File: config.mk
export PLATFORM = sky130hd
export DESIGN_NAME = peridot_cam_burstwriter_flat
export DESIGN_NICKNAME = d
export VERILOG_FILES = /design/src/rtl/peridot_cam_burstwriter_if.sv /design/src/rtl/peridot_cam_burstwriter.sv /design/src/flat_wrapper.sv
export SDC_FILE = /design/constraint.sdc
export NUM_CORES = 1
export LEC_CHECK = 0
export CORE_UTILIZATION = 43
export DETAILED_ROUTE_END_ITERATION = 12
export GPL_ROUTABILITY_DRIVEN = 0
export GPL_TIMING_DRIVEN = 1
export PLACE_DENSITY = 0.88
export SETUP_SLACK_MARGIN = 0.15
export SLEW_MARGIN = 20
export SYNTH_ARGS = -nofsm -noshare
export SYNTH_HDL_FRONTEND = slang
export SYNTH_SLANG_ARGS = --single-unit
File: constraint.sdc
create_clock -name avm_m1_clk -period 2.04 [get_ports avm_m1_clk]
set_input_delay 0.306 -clock avm_m1_clk [delete_from_list [all_inputs] [get_ports avm_m1_clk]]
set_output_delay 0.306 -clock avm_m1_clk [all_outputs]
set_load 0.1 [all_outputs]
File: src/rtl/peridot_cam_burstwriter_if.sv
// Avalon-MM burst write bundle between the frame writer and the memory slave.
interface peridot_cam_burstwriter_if;
    logic [31:0] avm_m1_address;
    logic        avm_m1_write;
    logic [31:0] avm_m1_writedata;
    logic [3:0]  avm_m1_byteenable;
    logic [4:0]  avm_m1_burstcount;
    logic        avm_m1_waitrequest;

    modport master (
        output avm_m1_address,
        output avm_m1_write,
        output avm_m1_writedata,
        output avm_m1_byteenable,
        output avm_m1_burstcount,
        input  avm_m1_waitrequest
    );

    modport slave (
        input  avm_m1_address,
        input  avm_m1_write,
        input  avm_m1_writedata,
        input  avm_m1_byteenable,
        input  avm_m1_burstcount,
        output avm_m1_waitrequest
    );
endinterface

File: src/rtl/peridot_cam_burstwriter.sv
// Camera frame writer: drains a show-ahead FIFO into memory as
// 16-beat Avalon-MM bursts, one burst per 64-byte line segment.
module peridot_cam_burstwriter #(
    parameter int FIFO_USEDW_WIDTH = 9
) (
    input  logic                        csi_global_reset_n,
    input  logic                        avm_m1_clk,
    input  logic                        start,
    input  logic [31:0]                 capaddress_top,
    input  logic [15:0]                 capcycle_num,
    output logic                        done,
    input  logic [FIFO_USEDW_WIDTH-1:0] fifo_usedw,
    input  logic [31:0]                 fifo_q,
    output logic                        fifo_rdack,
    peridot_cam_burstwriter_if.master   avm_m1
);

    typedef enum logic [1:0] {
        IDLE,
        WAIT,
        BURST,
        HOLD
    } state_t;

    localparam logic [FIFO_USEDW_WIDTH-1:0] BURST_WORDS =
        FIFO_USEDW_WIDTH'(16);

    state_t      state_q, state_d;
    logic [31:0] addr_q, addr_d;
    logic [15:0] remain_q, remain_d;
    logic [3:0]  beat_q, beat_d;
    logic [2:0]  hold_q, hold_d;
    logic        accept;

    assign accept = (state_q == BURST) && !avm_m1.avm_m1_waitrequest;

    always_ff @(posedge avm_m1_clk or negedge csi_global_reset_n) begin
        if (!csi_global_reset_n) begin
            state_q  <= IDLE;
            addr_q   <= '0;
            remain_q <= '0;
            beat_q   <= '0;
            hold_q   <= '0;
        end else begin
            state_q  <= state_d;
            addr_q   <= addr_d;
            remain_q <= remain_d;
            beat_q   <= beat_d;
            hold_q   <= hold_d;
        end
    end

    always_comb begin
        state_d  = state_q;
        addr_d   = addr_q;
        remain_d = remain_q;
        beat_d   = beat_q;
        hold_d   = hold_q;
        unique case (state_q)
            IDLE: begin
                if (start) begin
                    addr_d   = capaddress_top;
                    remain_d = capcycle_num;
                    beat_d   = '0;
                    if (capcycle_num != 16'd0) begin
                        state_d = WAIT;
                    end else begin
                        // empty frame: one entry clock ahead of the 4-clock hold
                        state_d = HOLD;
                        hold_d  = 3'd7;
                    end
                end
            end
            WAIT: begin
                if (fifo_usedw >= BURST_WORDS) begin
                    state_d = BURST;
                end
            end
            BURST: begin
                if (accept) begin
                    beat_d = beat_q + 4'd1;
                    if (beat_q == 4'hF) begin
                        addr_d   = addr_q + 32'd64;
                        remain_d = remain_q - 16'd1;
                        if (remain_q == 16'd1) begin
                            state_d = HOLD;
                            hold_d  = 3'd0;
                        end else begin
                            state_d = WAIT;
                        end
                    end
                end
            end
            HOLD: begin
                // long enough for a 3-flop synchronizer to see done rise
                hold_d = hold_q + 3'd1;
                if (hold_q == 3'd3) begin
                    state_d = IDLE;
                end
            end
            default: state_d = IDLE;
        endcase
    end

    assign done                     = (state_q == IDLE);
    assign fifo_rdack               = accept;
    assign avm_m1.avm_m1_write      = (state_q == BURST);
    assign avm_m1.avm_m1_address    = addr_q;
    assign avm_m1.avm_m1_writedata  = fifo_q;
    assign avm_m1.avm_m1_byteenable = 4'b1111;
    assign avm_m1.avm_m1_burstcount = 5'd16;

endmodule

File: src/flat_wrapper.sv
// flat-port wrapper written by rule: the top's interface ports become plain ports
module peridot_cam_burstwriter_flat 
#(
    parameter int FIFO_USEDW_WIDTH = 9
)
  (csi_global_reset_n, avm_m1_clk, start, capaddress_top, capcycle_num, done, fifo_usedw, fifo_q, fifo_rdack, avm_m1_avm_m1_address, avm_m1_avm_m1_write, avm_m1_avm_m1_writedata, avm_m1_avm_m1_byteenable, avm_m1_avm_m1_burstcount, avm_m1_avm_m1_waitrequest);
  peridot_cam_burstwriter_if avm_m1_i ();
  input  logic csi_global_reset_n;
  input  logic avm_m1_clk;
  input  logic start;
  input  logic [31:0] capaddress_top;
  input  logic [15:0] capcycle_num;
  output logic done;
  input  logic [FIFO_USEDW_WIDTH-1:0] fifo_usedw;
  input  logic [31:0] fifo_q;
  output logic fifo_rdack;
  output wire logic [$bits(avm_m1_i.avm_m1_address)-1:0] avm_m1_avm_m1_address;
  output wire logic [$bits(avm_m1_i.avm_m1_write)-1:0] avm_m1_avm_m1_write;
  output wire logic [$bits(avm_m1_i.avm_m1_writedata)-1:0] avm_m1_avm_m1_writedata;
  output wire logic [$bits(avm_m1_i.avm_m1_byteenable)-1:0] avm_m1_avm_m1_byteenable;
  output wire logic [$bits(avm_m1_i.avm_m1_burstcount)-1:0] avm_m1_avm_m1_burstcount;
  input wire logic [$bits(avm_m1_i.avm_m1_waitrequest)-1:0] avm_m1_avm_m1_waitrequest;
  assign avm_m1_avm_m1_address = avm_m1_i.avm_m1_address;
  assign avm_m1_avm_m1_write = avm_m1_i.avm_m1_write;
  assign avm_m1_avm_m1_writedata = avm_m1_i.avm_m1_writedata;
  assign avm_m1_avm_m1_byteenable = avm_m1_i.avm_m1_byteenable;
  assign avm_m1_avm_m1_burstcount = avm_m1_i.avm_m1_burstcount;
  assign avm_m1_i.avm_m1_waitrequest = avm_m1_avm_m1_waitrequest;
  peridot_cam_burstwriter #(.FIFO_USEDW_WIDTH(FIFO_USEDW_WIDTH)) u_core (.csi_global_reset_n(csi_global_reset_n), .avm_m1_clk(avm_m1_clk), .start(start), .capaddress_top(capaddress_top), .capcycle_num(capcycle_num), .done(done), .fifo_usedw(fifo_usedw), .fifo_q(fifo_q), .fifo_rdack(fifo_rdack), .avm_m1(avm_m1_i));
endmodule
==> run summary <==
### Clocking
• **CTS sink count** 57
• **cts bufs inserted** 9
• **clock tree from TritonCTS** done
• **latest clock arrival within the worst-skew pair** 0.35 ns
• **H-tree depth** 3
• **CTS max path bufs** 2
• **clock input transition at the sequential cells of the worst setup and hold paths** 0.07 ns
• **Clk Tree Root Cell** clkbuf_8

### Global routing
• **maximum number of pins on one net before global-route repair** 58
• **GRT Residual Overflow** 0
• **number of global-route vias before repair** 3765
• **first-pass GRT wire length** 17420 um
• **initial antenna violation count** 0
• **overall routing resource usage** 24.13%

### Synth
• **top cells by count, synth** 57 x dfrtp_1, 53 x nand2_1, 41 x a21oi_1, 41 x buf_4, 41 x nor2_1
• **number of flops mapped to enable cells by yosys** 0
• **Yosys warning total** 0
• **cell taking the most area after synthesis** dfrtp_1
• **number of standard cells after synthesis** 463
• **asr flop ratio synth** 100.0%
• **Primary FF master, synth** dfrtp_1
• **combined area of all synthesized cells** 3830 um^2
• **Yosys reg bits** 57
• **most frequent cell after synthesis** dfrtp_1
• **count of cell types in the netlist** 58
• **Post-Synthesis Mean Instance Area** 8.272 um^2
• **biggest area contributors in the synthesized netlist** dfrtp_1 37%, buf_4 8.0%, a21oi_1 5.4%, nand2_1 5.2%, o21ai_0 4.6%
• **sequential area share after synthesis** 37.24%
• **area share of the largest cell type after synthesis** 37.24%

### Setup path
• **arrival time at the worst endpoint** 2.18 ns
• **Startpoint Class** flip-flop
• **critical path class** reg -> reg
• **crit-path max FO** 4
• **worst path required time** 2.27 ns
• **register-to-register setup slack** 0.09 ns
• **element type at the critical path end** flip-flop

### Drt
• **DRC violation count after routing** 0
• **via count normalized by instance count** 6.004
• **highest metal layer with signal wires** met4
• **wire length on met3** 869 um
• **routed length per instance** 17.33 um
• **Met1 Routed Length** 4772 um
• **count of routing violations after the opening detailed-route iteration** 204
• **routed vias** 4059
• **detailed route wirelength on metal2** 5672 um
• **number of nets with antenna violations after detailed routing** 0
• **router iterations before antenna repair** 5
• **wirelength, routed** 11710 um

### Placement
• **placed cell count** 645
• **worst slack at placement** -0.4187 ns
• **number of buffers inserted by port buffering** 91
• **DPL Wire Length** 7712 um

### Outcome
• **run status** finished, final reports clean

### Finish
• **number of filler instances in the final layout** 702
• **final-stage net count** 662
• **layout cells sized above 1** 33.10%
• **Final Non-Filler Cells** 676
• **Antenna diodes** 0
• **Area Overhead vs Synth** 42.70%

### Timing
• **min cycle time layout** 1.947 ns
• **Final WS setup** 0.09272 ns
• **worst setup skew after layout** 0.01124 ns
• **fin crit share** 95.45%
• **unrepaired setup endpoints after global routing** yes
• **number of max-slew violations in the final report** 0
• **Hold Violations, Final** 0
• **total negative slack** 0 ns
• **number of setup violations in the final report** 0
• **maximum achievable frequency** 513.5 MHz

### Power and ir drop
• **ratio of total power to cell area** 1915 nW/um^2
• **static leakage power** 2.258 nW
• **power share of the sequential group** 22.7%
• **switching power** 5.862 mW
• **proportion of total power due to net switching** 56.00%
• **proportion of power drawn by combinational gates** 67.0%
• **Clock power frac** 10.3%
• **Max VDD drop** 1.212 mV
• **total power draw** 10.47 mW
• **internal cell power** 4.606 mW

### Die
• **Cell Rows** 34
• **Die Y** 96.38 um
• **Total Die Area** 9288 um^2
• **core region area** 8678 um^2
• **I/O pin cnt** 169
• **die extent in x** 96.38 um
• **starting density of the core** 44.13%

### Hold path
• **type of the worst min-delay path** in -> reg

### Run
• **Max-Cap Viols** 0

==> cells in the final DEF, fill, tap and decap left out, types with 4 or more instances in the layout <==
cell | netlist | final
a211oi_1 | 8 | 6
a21oi_1 | 41 | 36
a21oi_2 | 2 | 6
a2bb2oi_1 | 5 | 5
a31oi_1 | 9 | 8
and2_1 | 4 | 4
and3_1 | 7 | 7
buf_12 | 0 | 8
buf_4 | 41 | 80
clkbuf_8 | 0 | 10
clkdlybuf4s50_1 | 0 | 47
clkinv_2 | 0 | 4
conb_1 | 2 | 9
dfrtp_1 | 57 | 36
dfrtp_2 | 0 | 17
dfrtp_4 | 0 | 4
dlymetal6s2s_1 | 0 | 8
nand2_1 | 53 | 51
nand3_1 | 12 | 8
nand3_2 | 0 | 4
nand4_1 | 10 | 10
nor2_1 | 41 | 38
nor3_1 | 13 | 9
nor4_1 | 12 | 5
nor4_2 | 1 | 4
nor4_4 | 1 | 5
o21a_1 | 4 | 4
o21ai_0 | 35 | 25
o21ai_1 | 1 | 10
o22a_1 | 11 | 11
o22ai_1 | 6 | 4
==> critical path: stages, from the launching register on <==
cell	delay, ns
dfrtp_1	0.39
or3_4	0.44
nor4_4	0.30
a31oi_2	0.17
nor3_4	0.21
mux2_4	0.32
==> cell type report <==
cell class              instances  area, um^2  area share, %
clock inverters                 6       57.56          1.053
multi-input cells             341        2270          41.53
inverters                       7       33.78         0.6181
repair buffers                147        1369          25.05
clock buffers                  10       137.6          2.518
flip-flops and latches         57        1463          26.76
well taps                     108       135.1          2.473
==> cell families (layout without fill, tap and decap cells) <==
group | count (synthesis) | in the layout | synth area share (%)
AO/OA/AOI/OAI | 143 | 143 | 23.62
AND/OR/NAND/NOR | 179 | 179 | 24.47
multiplexers | 3 | 3 | 0.8494
XOR/XNOR | 1 | 1 | 0.2287
flip-flops | 57 | 57 | 37.24
other | 2 | 9 | 0.1961
adder cells (fa/ha/maj) | 6 | 6 | 1.960
buffers and inverters | 72 | 170 | 11.43
==> registers in the layout, indices dropped and copies added (netlist names) <==
| signal | cells |
|---|---|
| u_core.avm_m1.avm_m1_address | 32 |
| u_core.remain_q | 16 |
| u_core.beat_q | 4 |
| u_core.hold_q | 3 |
| u_core.state_q | 2 |
==> power by group through the flow <==
| stage | clock network, mW | registers (mW) | logic [mW] |
|---|---|---|---|
| floorplan | 0 | 4.41 | 2.99 |
| global placement | 0 | 2.30 | 6.34 |
| detailed placement | 0 | 2.35 | 6.47 |
| CTS | 1.09 | 2.34 | 6.62 |
| global route | 1.14 | 2.45 | 7.44 |
| finish | 1.08 | 2.38 | 7.01 |
==> final timing paths <==
path | startpoint | end | cells after the start
max | u_core.remain_q[8] | u_core.hold_q[1] | 5
min | capcycle_num[4] | u_core.remain_q[4] | 3
max reg2reg | u_core.remain_q[8] | u_core.hold_q[1] | 5
min reg2reg | u_core.avm_m1.avm_m1_address[1] | u_core.avm_m1.avm_m1_address[1] | 2
max in group asynchronous | csi_global_reset_n | u_core.avm_m1.avm_m1_address[14] | 3
min in group asynchronous | csi_global_reset_n | u_core.avm_m1.avm_m1_address[0] | 3
==> per-layer routing <==
layer,up-vias,global-route usage (%)
met2,203,39.48
met1,1949,31.02
met3,58,4.460
met5,-,0
met4,0,10.91
li1,1849,-
==> stage by stage <==
step | hold slack [ns] | instance area (um^2) | util (%)
global placement | 0.3331 | 4898 | 56.44
finish | 0.3249 | 5465 | 62.98
CTS | 0.4832 | 5184 | 59.73
detailed placement | 0.3335 | 4898 | 56.44
global route | 0.3595 | 5465 | 62.98
floorplan | 0.01041 | 4010 | -
==> timing repair <==
item                                    in CTS  in global routing
buffers inserted                             1                 13
gates resized for setup                     14                 42
hold buffers                                 1                  0
endpoints found under the setup margin       8                 38
endpoints found under the hold margin       57                  0
pin swaps                                    5                 16
Power figures use the tool's default switching activity.
